[config.mk]
export PLATFORM = sky130hd
export DESIGN_NAME = exu_mul_arb
export DESIGN_NICKNAME = d
export VERILOG_FILES = /design/src/rtl/exu_mul_arb.sv
export SDC_FILE = /design/constraint.sdc
export NUM_CORES = 1
export LEC_CHECK = 0
export CAP_MARGIN = 20
export CORE_ASPECT_RATIO = 0.75
export CORE_MARGIN = 2
export CORE_UTILIZATION = 40
export DETAILED_ROUTE_END_ITERATION = 12
export DONT_BUFFER_PORTS = 1
export PLACE_DENSITY = 0.53
export SYNTH_ARGS = -nofsm -noshare
export SYNTH_HDL_FRONTEND = slang
export SYNTH_SLANG_ARGS = --single-unit
[constraint.sdc]
create_clock -name clk -period 4 [get_ports clk]
set_input_delay 1.2 -clock clk [delete_from_list [all_inputs] [get_ports clk]]
set_output_delay 1.2 -clock clk [all_outputs]
set_load 0.02 [all_outputs]
[src/rtl/exu_mul_arb.sv]
// exu_mul_arb: two-port round-robin arbiter feeding one shared multiplier,
// with a one-entry holding buffer per port and saturating per-port issue counters.
module exu_mul_arb #(
  parameter int REG_ADDR_WIDTH  = 5,
  parameter int REG_DATA_WIDTH  = 32,
  parameter int COMMIT_ID_WIDTH = 4
) (
  input  logic                            clk,
  input  logic                            rst_n,
  input  logic                            int_assert_i,
  input  logic [1:0]                      req_valid_i,
  input  logic [1:0][3:0]                 req_op_i,
  input  logic [1:0][REG_DATA_WIDTH-1:0]  req_rs1_i,
  input  logic [1:0][REG_DATA_WIDTH-1:0]  req_rs2_i,
  input  logic [1:0][REG_ADDR_WIDTH-1:0]  req_waddr_i,
  input  logic [1:0][COMMIT_ID_WIDTH-1:0] req_commit_id_i,
  output logic [1:0]                      req_ready_o,
  output logic                            mul_valid_o,
  output logic [3:0]                      mul_op_o,
  output logic [REG_DATA_WIDTH-1:0]       mul_rs1_o,
  output logic [REG_DATA_WIDTH-1:0]       mul_rs2_o,
  output logic [REG_ADDR_WIDTH-1:0]       mul_waddr_o,
  output logic [COMMIT_ID_WIDTH-1:0]      mul_commit_id_o,
  input  logic                            mul_ready_i,
  output logic                            grant_port_o,
  output logic [15:0]                     grant_cnt0_o,
  output logic [15:0]                     grant_cnt1_o
);
  typedef struct packed {
    logic [3:0]                 op;
    logic [REG_DATA_WIDTH-1:0]  rs1;
    logic [REG_DATA_WIDTH-1:0]  rs2;
    logic [REG_ADDR_WIDTH-1:0]  waddr;
    logic [COMMIT_ID_WIDTH-1:0] cid;
  } pay_t;

  pay_t [1:0]       buf_q, buf_d, live_pay, cand;
  logic [1:0]       bv_q, bv_d, cand_v, gsel, iss_p, live, cap;
  logic [1:0][15:0] cnt_q, cnt_d;
  logic             rr_q, rr_d, gnt, issue;

  always_comb begin
    cand_v = bv_q | (req_valid_i & {2{~int_assert_i}});
    gnt = &cand_v ? ~rr_q : cand_v[1];
    gsel = {gnt, ~gnt};
    mul_valid_o = |cand_v & ~int_assert_i;
    issue = mul_valid_o & mul_ready_i;
    iss_p = {2{issue}} & gsel;
    // A full buffer frees its slot only in the cycle it actually issues
    req_ready_o = {2{~int_assert_i}} & (~bv_q | (gsel & {2{mul_ready_i}}));
    live = req_valid_i & req_ready_o;
    cap = live & (bv_q | ~iss_p);
    bv_d = {2{~int_assert_i}} & (cap | (bv_q & ~iss_p));
    for (int i = 0; i < 2; i++) begin
      live_pay[i] = {req_op_i[i], req_rs1_i[i], req_rs2_i[i], req_waddr_i[i], req_commit_id_i[i]};
      cand[i] = bv_q[i] ? buf_q[i] : live_pay[i];
      buf_d[i] = cap[i] ? live_pay[i] : buf_q[i];
      cnt_d[i] = cnt_q[i] + 16'(iss_p[i] & ~&cnt_q[i]);
    end
    rr_d = issue ? gnt : rr_q;
    {mul_op_o, mul_rs1_o, mul_rs2_o, mul_waddr_o, mul_commit_id_o} = |cand_v ? cand[gnt] : '0;
    grant_port_o = gnt;
  end

  assign grant_cnt0_o = cnt_q[0];
  assign grant_cnt1_o = cnt_q[1];

  always_ff @(posedge clk or negedge rst_n) begin
    if (!rst_n) begin
      bv_q  <= '0;
      buf_q <= '0;
      cnt_q <= '0;
      rr_q  <= 1'b0;
    end else begin
      bv_q  <= bv_d;
      buf_q <= buf_d;
      cnt_q <= cnt_d;
      rr_q  <= rr_d;
    end
  end
endmodule

==> results of run 1 <==
-- routing by layer --
layer | vias to the layer above | wire (um) | GRT usage (%)
met2 | 251 | 11840 | 30.72
met1 | 3476 | 11880 | 26.40
li1 | 3201 | - | -
met4 | 0 | 421 | 5.636
met5 | - | 0 | 0
met3 | 33 | 2673 | 8.654
-- where the power goes --
part	switching [mW]	leakage, nW	total (mW)	internal [mW]
Sequential	0.413	2.28	2.88	2.47
Combinational	0.893	2.25	1.84	0.944
Clock	0.792	0.277	1.74	0.944
Total	2.10	4.80	6.45	4.36
-- placed cells by master (no fill, tap or decap), types with 2 or more instances in the layout --
| cell | count |
|---|---|
| nor2_1 | 12 |
| nor3_1 | 4 |
| dfrtp_4 | 2 |
| dfrtp_1 | 187 |
| mux2_2 | 183 |
| clkinv_4 | 3 |
| clkinvlp_4 | 3 |
| clkbuf_1 | 2 |
| clkbuf_16 | 17 |
| a22oi_2 | 2 |
| mux2_1 | 48 |
| buf_4 | 88 |
| a21oi_1 | 3 |
| xnor2_1 | 16 |
| inv_6 | 2 |
| mux2i_1 | 77 |
| ha_1 | 6 |
| nand4_1 | 8 |
| nand2_1 | 19 |
| nand2b_4 | 2 |
| xor2_1 | 12 |
| o21ai_0 | 2 |
| and4_1 | 4 |
| clkinv_2 | 2 |
| buf_12 | 5 |
| nand3_1 | 88 |
| bufinv_16 | 2 |
| nor2b_1 | 4 |
| o31ai_1 | 77 |
-- kinds of logic after synthesis --
kind of cell / Yosys count
XOR/XNOR: 28
multiplexers: 309
adder cells (fa/ha/maj): 6
buffers and inverters: 71
AND/OR/NAND/NOR: 147
flip-flops: 189
AO/OA/AOI/OAI: 90
-- state kept, by name, indices dropped and copies added, names as in the netlist --
name          flops
grant_cnt1_o     16
buf_q           154
grant_cnt0_o     16
rr_q              1
bv_q              2
-- area by class of cell --
| class | instances | area, um2 | share of cell area, % |
|---|---|---|---|
| Multi-Input combinational cell | 580 | 5155 | 44.19 |
| Timing Repair Buffer | 93 | 760.7 | 6.521 |
| Inverter | 2 | 7.507 | 0.06435 |
| Tap cell | 338 | 422.9 | 3.625 |
| Sequential cell | 189 | 4737 | 40.60 |
| Clock buffer | 20 | 446.7 | 3.829 |
| Clock inverter | 12 | 136.4 | 1.169 |
-- per-stage QoR --
step                total power [mW]  instances
floorplan                      4.148        840
global placement               4.674       1202
detailed placement             4.772       1202
CTS                            6.529       1234
global route                   6.821       1234
finish                         6.454       1234
-- worst max-delay path, stage by stage --
cell and delay, ps:
nor2b_1 280, o21ai_4 100, nand2_1 140, inv_2 90, buf_4 180, o31ai_1 390
buf_4 220
-- final timing paths --
| kind | cells past startpoint | slack [ps] | from | endpoint |
|---|---|---|---|---|
| min in group clk | 1 | 490 | buf_q[63] | buf_q[63] |
| hold / removal | 0 | 460 | rst_n | grant_cnt1_o[3] |
| max in group asynchronous | 0 | 3210 | rst_n | buf_q[40] |
| hold reg to reg | 1 | 490 | buf_q[63] | buf_q[63] |
| setup / recovery | 7 | 220 | req_valid_i[0] | mul_rs2_o[1] |
| setup reg to reg | 9 | 1080 | bv_q[0] | grant_cnt1_o[14] |
==> results.ini, run 1 <==
[cells_and_area]
layout-drive-gt1-share_pct = 35.27
layout-area-overhead-vs-synth_pct = 14.64
finish.instance_area_mm2 = 0.01167
filler_cell_count = 2253
design.final.nets = 1049
fin_util_pct = 46.74
num_antenna_cells = 0

[synthesis]
synth_async_sr_flop_share_pct = 100.0
synth-simple-area-share_pct = 7.316
syn_avg_cell_area_um2 = 12.11
syn-instance-count = 840
synthMostInstantiatedCell = dfrtp_1
netlist-cell-type-count = 36
cell_type_with_the_largest_total_area_after_synthesis = dfrtp_1
seq_area_frac_synth_pct = 46.48
synth_seq_cells = 189
synth_xor_area_share_pct = 2.410
yosys.area.top_type_share_pct = 46.48
synth-adder-area-share_pct = 0.7377
post_synth_most_frequent_cells = dfrtp_1 (189), mux2_2 (183), nand3_1 (88)
synth_top_cells_by_area = dfrtp_1 (46%), mux2_2 (20%), mux2i_1 (7.7%), o31ai_1 (5.7%), mux2_1 (5.3%)
synth_compound_area_share_pct = 6.603
synthesized_cell_area_mm2 = 0.01018
syn_nets = 1006
yosys_most_used_dff = dfrtp_1
largest_family_of_logic_cells_by_synthesized_area = multiplexers
count_of_flip_flops_with_a_built_in_enable_after_synthesis = 0
yosys_warnings = 0
synth_mux_area_share_pct = 33.23

[drt]
avg_wl_per_cell_um = 21.73
detail_route.first_pass.iterations = 4
first_iter_violations = 313
vias = 6961
via_per_inst = 5.641
remaining_drc_errors = 0
detail_route.wirelength_um = 26820
postRouteAntennaNets = 0

[placement]
detailedPlacementHpwl_um = 18120
finalWeightedCongestion = 0.7820
pre_cts_ws_ps = 239.6
placed_cell_area_mm2 = 0.01108
port_buffers = 0

[setup_path]
criticalPathCategory = in2out
crit_required_ps = 2800
critPathArrivalTime_ps = 2580
worstPathMaxFanout = 9
critical_path.startpoint_type = primary input
crit_path_end_kind = output port

[global_routing]
maximum_number_of_pins_on_one_net_before_global_route_repair = 190
grt_antenna_before_repair = 0
wire_length_of_the_first_global_routing_pass_um = 42170
global_route.overflow_total = 0
grt_usage_pct = 20.23
first_global_vias = 7288

[floorplan]
fp.dieArea_mm2 = 0.02675
initial_utilization_pct = 40.77
die_height_um = 142.1
fp.coreArea_mm2 = 0.02496
floorplan.rows = 50
io_pins = 273
die_width_um = 188.2

[clock_network]
cts_htree_levels = 4
cts.root.buffer_cell = clkbuf_16
cts.repair.resized = 0
max-clock-path-buffers = 2
worst_skew_pair.late_latency_ps = 440
clk_pin_slew_ps = 70
clkSinkCount = 189
cts_inserted_buffers = 17
cts_setup_buffers = 0
cts_tree = done
cts.hold.buffers_added = 0

[timing]
worst_slew_pin_slew_ps = 715.0
final-max-slew-violation-count = 0
finClkSkew_ps = 14.12
worst_slew_margin_rel_pct = 52.34
rsz_0062_raised_after_global_routing = false
whs_ps = 459.1
timing.fmax_mhz = 264.3
fin_setup_tns_ps = 0
fin_ws_ps = 216.1
timing_hold_violations_final = 0
finalCritPeriodShare_pct = 94.60
period_minus_slack_ps = 3784
finalSetupViolCount = 0

[power]
cellLeakagePower_nw = 4.805
vdd.ir_drop.worst_uv = 288.3
power_density_mw_per_mm2 = 553.2

[flow_run]
max-cap-violations = 0

[run_status]
run_status = finished, final reports clean

[worst_hold_path]
hold_class = in2async

Power figures use the tool's default switching activity.
==> inputs of run 2 (changes only) <==
--- a/config.mk
+++ b/config.mk
@@ -8,10 +8,12 @@
 export CAP_MARGIN = 20
 export CORE_ASPECT_RATIO = 0.75
 export CORE_MARGIN = 2
-export CORE_UTILIZATION = 40
+export CORE_UTILIZATION = 55
+export CTS_BUF_LIST = sky130_fd_sc_hd__clkbuf_8
 export DETAILED_ROUTE_END_ITERATION = 12
 export DONT_BUFFER_PORTS = 1
-export PLACE_DENSITY = 0.53
+export PLACE_DENSITY = 0.69
+export SLEW_MARGIN = 20
 export SYNTH_ARGS = -nofsm -noshare
 export SYNTH_HDL_FRONTEND = slang
 export SYNTH_SLANG_ARGS = --single-unit
==> run 2 against run 1 <==
  * Fmax fell by 1.5%
  * Final cell count shrank 7.4%
  * Combinational power barely moved
  * Clock-buffer cell count decreased by 3
  * Critical path depth unchanged
  * Sequential power hardly changed
  * Via count rose by 0.92%
  * Clock power decreased by 29%
  * Flip-flop and latch count is the same
  * Clock skew shrank 1.6 ps
  * Highest routed layer unchanged
==> results.ini, run 2 (synthesized netlist as in run 1, its figures left out) <==
[setup_path]
worstPathMaxFanout = 28  ; +19
slowest_stage = o31ai_1
criticalPathCategory = in2out
crit_required_ps = 2800  ; about the same
worst_path_most_repeated_cell = buf_4
critical_path.startpoint_type = primary input
crit_path_end_kind = output port
critical_path.cell_chain = nor2b_1 > o21ai_4 > nand2_1 > inv_2 > buf_4 > o31ai_1 > buf_4
crit_family = compound AO/OA/AOI/OAI gates
critPathArrivalTime_ps = 2640  ; +60 ps
number_of_buffers_and_inverters_on_the_critical_path = 3  ; unchanged
worst_path_max_stage_delay_ps = 390  ; about the same

[global_routing]
grt_antenna_before_repair = 0  ; unchanged
first_global_vias = 7330  ; +0.58%
maximum_number_of_pins_on_one_net_before_global_route_repair = 190  ; unchanged
global_route.overflow_total = 0  ; unchanged
grt_usage_pct = 25.72  ; +5.5 points
wire_length_of_the_first_global_routing_pass_um = 39550  ; -6.2%
grt.busiest_layer = met2
grt_use_met2_pct = 41.50  ; +11 points
globalRouteMet3Util_pct = 9.125  ; +0.47 points
met1_usage_pct = 32.56  ; +6.2 points

[clock_network]
cts_setup_buffers = 0  ; unchanged
cts_htree_levels = 4  ; unchanged
cts_tree = done
cts_inserted_buffers = 17  ; unchanged
cts.hold.buffers_added = 0  ; unchanged
clk_pin_slew_ps = 100  ; +30 ps
clkSinkCount = 189  ; unchanged
cts.repair.resized = 0  ; unchanged
cts.root.buffer_cell = clkbuf_8
worst_skew_pair.late_latency_ps = 450  ; about the same
max-clock-path-buffers = 2  ; unchanged

[floorplan]
fp.dieArea_mm2 = 0.01962  ; -27%
fp.coreArea_mm2 = 0.01829  ; -27%
die_width_um = 161.1  ; -14%
io_pins = 273  ; unchanged
initial_utilization_pct = 55.63  ; +15 points
floorplan.rows = 43  ; -14%
die_height_um = 121.8  ; -14%

[power]
cellLeakagePower_nw = 4.711  ; -2.0%
vdd.ir_drop.worst_uv = 277.6  ; -3.7%
power_density_mw_per_mm2 = 524.0  ; -5.3%

[timing]
fin_setup_tns_ps = 0  ; unchanged
rsz_0062_raised_after_global_routing = false
finalCritPeriodShare_pct = 96.03  ; +1.4 points
finClkSkew_ps = 12.57  ; -1.550 ps
worst_slew_pin_slew_ps = 700.1  ; -14.90 ps
finalSetupViolCount = 0  ; unchanged
period_minus_slack_ps = 3841  ; +57.34 ps
timing_hold_violations_final = 0  ; unchanged
final-max-slew-violation-count = 0  ; unchanged
worst_slew_margin_rel_pct = 52.72  ; +0.38 points
timing.fmax_mhz = 260.3  ; -1.5%

[cells_and_area]
final_cell_mix = dfrtp_1 (187), mux2_2 (183), buf_4 (90)
num_antenna_cells = 0  ; unchanged
stdcell_count = 1143  ; -7.4%
layout-drive-gt1-share_pct = 35.49  ; +0.22 points
layout_commonest_cell = dfrtp_1
max_ffs_per_register = 154  ; unchanged
design.final.nets = 1049  ; unchanged
max_flop_register = buf_q
layout-area-overhead-vs-synth_pct = 11.25

[placement]
finalWeightedCongestion = 0.8365  ; +7.0%
detailedPlacementHpwl_um = 16970  ; -6.4%
port_buffers = 0  ; unchanged
dp_cells = 1111  ; -7.6%

[drt]
remaining_drc_errors = 0  ; unchanged
postRouteAntennaNets = 0  ; unchanged
first_iter_violations = 488  ; +56%
vias = 7025  ; +0.92%
avg_wl_per_cell_um = 21.63  ; -0.47%
via_per_inst = 6.146  ; +9.0%
detail_route.first_pass.iterations = 7  ; +3
detail_route.wirelength_um = 24720  ; -7.8%

[flow_run]
max-cap-violations = 0  ; unchanged

[worst_hold_path]
hold_class = in2async

[run_status]
run_status = finished, final reports clean

-- run 2: changes by cell type in the layout (fill, tap and decap cells not counted), sizes merged --
cell and change:
clkbuf -3, inv +6, clkinv +1, clkinvlp -2
bufinv -2
-- run 2: final timing paths --
check	from	end	slack, ps	depth (start not counted)
worst max-delay path	req_valid_i[0]	mul_commit_id_o[3]	160	7
min in group clk	buf_q[64]	buf_q[64]	490	1
worst max register to register	bv_q[0]	grant_cnt1_o[14]	1010	9
worst min-delay path	rst_n	buf_q[61]	430	0
max in group asynchronous	rst_n	buf_q[76]	3320	0
worst min register to register	buf_q[64]	buf_q[64]	490	1
-- run 2: routing by layer --
| metal | vias to the layer above | part of all wire, % |
|---|---|---|
| met2 | 264 | 48 |
| met1 | 3535 | 41 |
| li1 | 3197 | - |
| met4 | 0 | 2.1 |
| met5 | - | 0 |
| met3 | 29 | 8.8 |
-- run 2: final cells by class --
| cell class | count | area [um2] |
|---|---|---|
| fillers | 1459 | 6972 |
| multi-input cells | 580 | 5150 |
| flip-flops and latches | 189 | 4737 |
| repair buffers | 93 | 735.7 |
| well taps | 247 | 309.0 |
| clock buffers | 17 | 234.0 |
| clock inverters | 15 | 147.6 |
| inverters | 2 | 7.507 |
-- run 2: worst reg2reg max path, cell delays in order (launching register included) --
cell      delay [ps]
dfrtp_4          680
o21ai_1          350
o211ai_1         310
a41oi_1          300
ha_1             280
ha_1             230
nand4_1          130
nor2_1           290
nand4_1          160
xnor2_1          150
-- run 2: report_power, final --
group	total (mW)	internal, mW	switching [mW]
sequential	2.88	2.47	0.413
combinational	1.83	0.937	0.889
clock	1.23	0.465	0.762
total	5.93	3.87	2.06
-- run 2: metrics by stage --
stage	instance area, um2	setup slack (ps)	power (mW)	utilization [%]	hold slack, ps
3_3_place_gp	10940	342.1	4.635	59.80	466.2
4_1_cts	11320	198.5	5.984	61.89	389.4
5_1_grt	11320	126.5	6.276	61.89	376.4
6_report	11320	158.7	5.932	61.89	434.5
3_5_place_dp	10940	203.8	4.758	59.80	474.7
2_1_floorplan	10180	55.10	4.148	-	457.8
==> inputs of run 3 (changes only) <==
--- a/config.mk
+++ b/config.mk
@@ -5,6 +5,7 @@
 export SDC_FILE = /design/constraint.sdc
 export NUM_CORES = 1
 export LEC_CHECK = 0
+export ABC_AREA = 1
 export CAP_MARGIN = 20
 export CORE_ASPECT_RATIO = 0.75
 export CORE_MARGIN = 2
==> run 3 against run 2 <==
  * Global-route usage rose by 5.2 points
  * Core utilization rose by 0.84 points
  * Register-to-register slack got worse by 310 ps
  * Clock skew rose by 5.4 ps
  * Wire length rose by 25%
  * Largest cell class unchanged
  * Critical endpoint is now mul_rs1_o[6]
  * Hold slack got worse by 19 ps
  * Clock-buffer cell count rose by 2
  * Worst setup slack got worse by 100 ps
  * First-iteration DRC count rose by 120%
  * Synthesized cell count rose by 71%
  * Critical path type unchanged
  * Clock power rose by 7%
  * Total power fell by 12%
==> results.ini, run 3 <==
[run_status]
run_status = finished, final reports clean

[floorplan]
floorplan.rows = 43  ; unchanged
initial_utilization_pct = 56.08  ; +0.46 points
die_height_um = 123.0  ; +0.96%
die_width_um = 162.6  ; +0.97%
fp.coreArea_mm2 = 0.01851  ; +1.2%
fp.dieArea_mm2 = 0.02000  ; +1.9%
io_pins = 273  ; unchanged

[synthesis]
yosys_most_used_dff = dfrtp_1
cell_type_with_the_largest_total_area_after_synthesis = dfrtp_1
yosys.area.top_type_share_pct = 45.56  ; -0.91 points
syn_avg_cell_area_um2 = 7.223  ; -40%
seq_area_frac_synth_pct = 45.56  ; -0.91 points
netlist-cell-type-count = 28  ; -22%
synthMostInstantiatedCell = nand2_1
synth_top_cells_by_area = dfrtp_1 (46%), nand2_1 (26%), nand3_1 (8.0%), a311oi_1 (6.5%), nor2_1 (3.2%)
post_synth_most_frequent_cells = nand2_1 (725), dfrtp_1 (189), nand3_1 (165)
syn-instance-count = 1437  ; +71%
syn_nets = 1603  ; +59%
yosys_warnings = 0  ; unchanged
synth_async_sr_flop_share_pct = 100.0  ; unchanged
synthesized_cell_area_mm2 = 0.01038  ; +2.0%
synth_seq_cells = 189  ; unchanged
count_of_flip_flops_with_a_built_in_enable_after_synthesis = 0  ; unchanged

[cells_and_area]
max_flop_register = buf_q
layout_commonest_cell = nand2_1
design.final.nets = 1624  ; +55%
layout.area.seq_mm2 = 0.004732  ; -0.11%
num_antenna_cells = 0  ; unchanged
final_cell_mix = nand2_1 (724), dfrtp_1 (187), nand3_1 (165)
stdcell_count = 1718  ; +50%
layout-area-overhead-vs-synth_pct = 11.84
multi_input_area_mm2 = 0.005161  ; +0.22%
layout-drive-gt1-share_pct = 11.15  ; -24 points
filler_cell_count = 1654  ; +13%
max_ffs_per_register = 154  ; unchanged

[drt]
vias = 9929  ; +41%
postRouteAntennaNets = 0  ; unchanged
avg_wl_per_cell_um = 17.94  ; -17%
via_per_inst = 5.779  ; -6.0%
detail_route.wirelength_um = 30820  ; +25%
detail_route.first_pass.iterations = 7  ; unchanged
first_iter_violations = 1070  ; +120%
remaining_drc_errors = 0  ; unchanged

[setup_path]
critical_path.cell_chain = inv_2 > nand2_2 > nand2_2 > buf_4 > nand2_1 > nand2_8 > buf_12 > nor2_1 > a311oi_1 > buf_4
worstPathMaxFanout = 22  ; -21%
crit_path_end_kind = output port
critPathArrivalTime_ps = 2740  ; +100 ps
criticalPathCategory = in2out
worst_path_max_stage_delay_ps = 350  ; -40 ps
critical_path.startpoint_type = primary input
slowest_stage = a311oi_1
crit_required_ps = 2800  ; about the same

[clock_network]
clkSinkCount = 189  ; unchanged
clk_pin_slew_ps = 100  ; about the same
cts_tree = done
worst_skew_pair.late_latency_ps = 470  ; +20 ps
cts.hold.buffers_added = 0  ; unchanged
max-clock-path-buffers = 2  ; unchanged
cts_htree_levels = 4  ; unchanged
cts.root.buffer_cell = clkbuf_8
cts_inserted_buffers = 17  ; unchanged

[power]
vdd.ir_drop.worst_uv = 249.0  ; -10%
power_mw = 5.191  ; -12%
power_density_mw_per_mm2 = 447.2  ; -15%
cellLeakagePower_nw = 6.114  ; +30%

[placement]
dp_cells = 1682  ; +51%
finalWeightedCongestion = 0.8218  ; -1.8%
pre_cts_ws_ps = -77.44  ; -281.3 ps
port_buffers = 0  ; unchanged
detailedPlacementHpwl_um = 18940  ; +12%

[timing]
timing_hold_violations_final = 0  ; unchanged
fin_ws_ps = 58.17  ; -100.6 ps
timing.fmax_mhz = 253.7  ; -2.6%
finalCritPeriodShare_pct = 98.55  ; +2.5 points
worst_slew_margin_rel_pct = 27.52  ; -25 points
final-max-slew-violation-count = 0  ; unchanged
finClkSkew_ps = 18.02  ; +5.447 ps
finalSetupViolCount = 0  ; unchanged
rsz_0062_raised_after_global_routing = true
period_minus_slack_ps = 3942  ; +100.6 ps
whs_ps = 415.5  ; -18.92 ps
worst_slew_pin_slew_ps = 1086  ; +385.9 ps

[global_routing]
wire_length_of_the_first_global_routing_pass_um = 49160  ; +24%
maximum_number_of_pins_on_one_net_before_global_route_repair = 190  ; unchanged
grt_antenna_before_repair = 0  ; unchanged
first_global_vias = 9377  ; +28%
grt_usage_pct = 30.90  ; +5.2 points
global_route.overflow_total = 0  ; unchanged

[worst_hold_path]
hold_class = in2async

[flow_run]
max-cap-violations = 0  ; unchanged

run 3: cell count changes after synthesis, sizes merged, moves of 6 or more:
cell and change:
mux2 -231, clkbuf +25, buf +13, a21oi +6, nand2 +712, nand3 +77
inv +18, mux2i -78, nor2 +78, a311oi +77, o31ai -77
run 3: metrics by stage:
| stage | setup TNS (ps) | util (%) | area, um2 |
|---|---|---|---|
| 6_report | 0 | 62.72 | 11610 |
| 5_1_grt | -6.590 | 62.72 | 11610 |
| 4_1_cts | 0 | 62.26 | 11520 |
| 3_5_place_dp | -985.1 | 60.05 | 11110 |
| 3_3_place_gp | -1160 | 60.05 | 11110 |
| 2_1_floorplan | 0 | - | 10380 |
run 3: final timing paths:
path,start,endpoint,slack (ps),cells past startpoint
setup / recovery,int_assert_i,mul_rs1_o[6],60,10
hold reg to reg,buf_q[117],buf_q[117],480,2
hold / removal,rst_n,grant_cnt1_o[6],420,0
setup reg to reg,bv_q[1],grant_cnt1_o[14],700,12
min in group clk,buf_q[117],buf_q[117],480,2
max in group asynchronous,rst_n,buf_q[38],3040,0
run 3: critical path: cells and delay by family:
kind / cells / cell delay, ps
buf+inv: 4 / 610
simple gates: 5 / 570
compound gates: 1 / 350
run 3: logic make-up after synthesis:
kind of cell	synth area share [%]
buf+inv	5.340
flops	45.56
simple gates	38.72
xor+xnor	2.278
compound gates	7.377
fa+ha+maj	0.7232
run 3: what timing repair did:
action                                  in CTS  in global routing
cloned                                       1                  1
pin swaps                                    1                  1
gates resized for setup                      0                  8
endpoints found under the setup margin      18                 34
buffers inserted                             0                  2
run 3: layout make-up:
class                      instances  area share (%)
sequential                       189           40.76
timing repair buffer             108           7.987
clock buffer                      19           2.253
clock inverter                    13           1.229
inverter                          20          0.6467
tap                              247           2.662
multi-input combinational       1122           44.46
run 3: where the power goes:
group | total [mW] | switching, mW | internal (mW)
Combinational | 1.41 | 0.880 | 0.527
Sequential | 2.48 | 0.250 | 2.23
Clock | 1.31 | 0.754 | 0.554
run 3: metal layers:
metal  track usage [%]  vias to the layer above  part of all wire, %
met5                 0                        -                    0
met4             9.735                        0                  1.9
met1             41.17                     4723                   43
met3             9.829                       49                   11
met2             48.64                      470                   45
li1                  -                     4687                    -
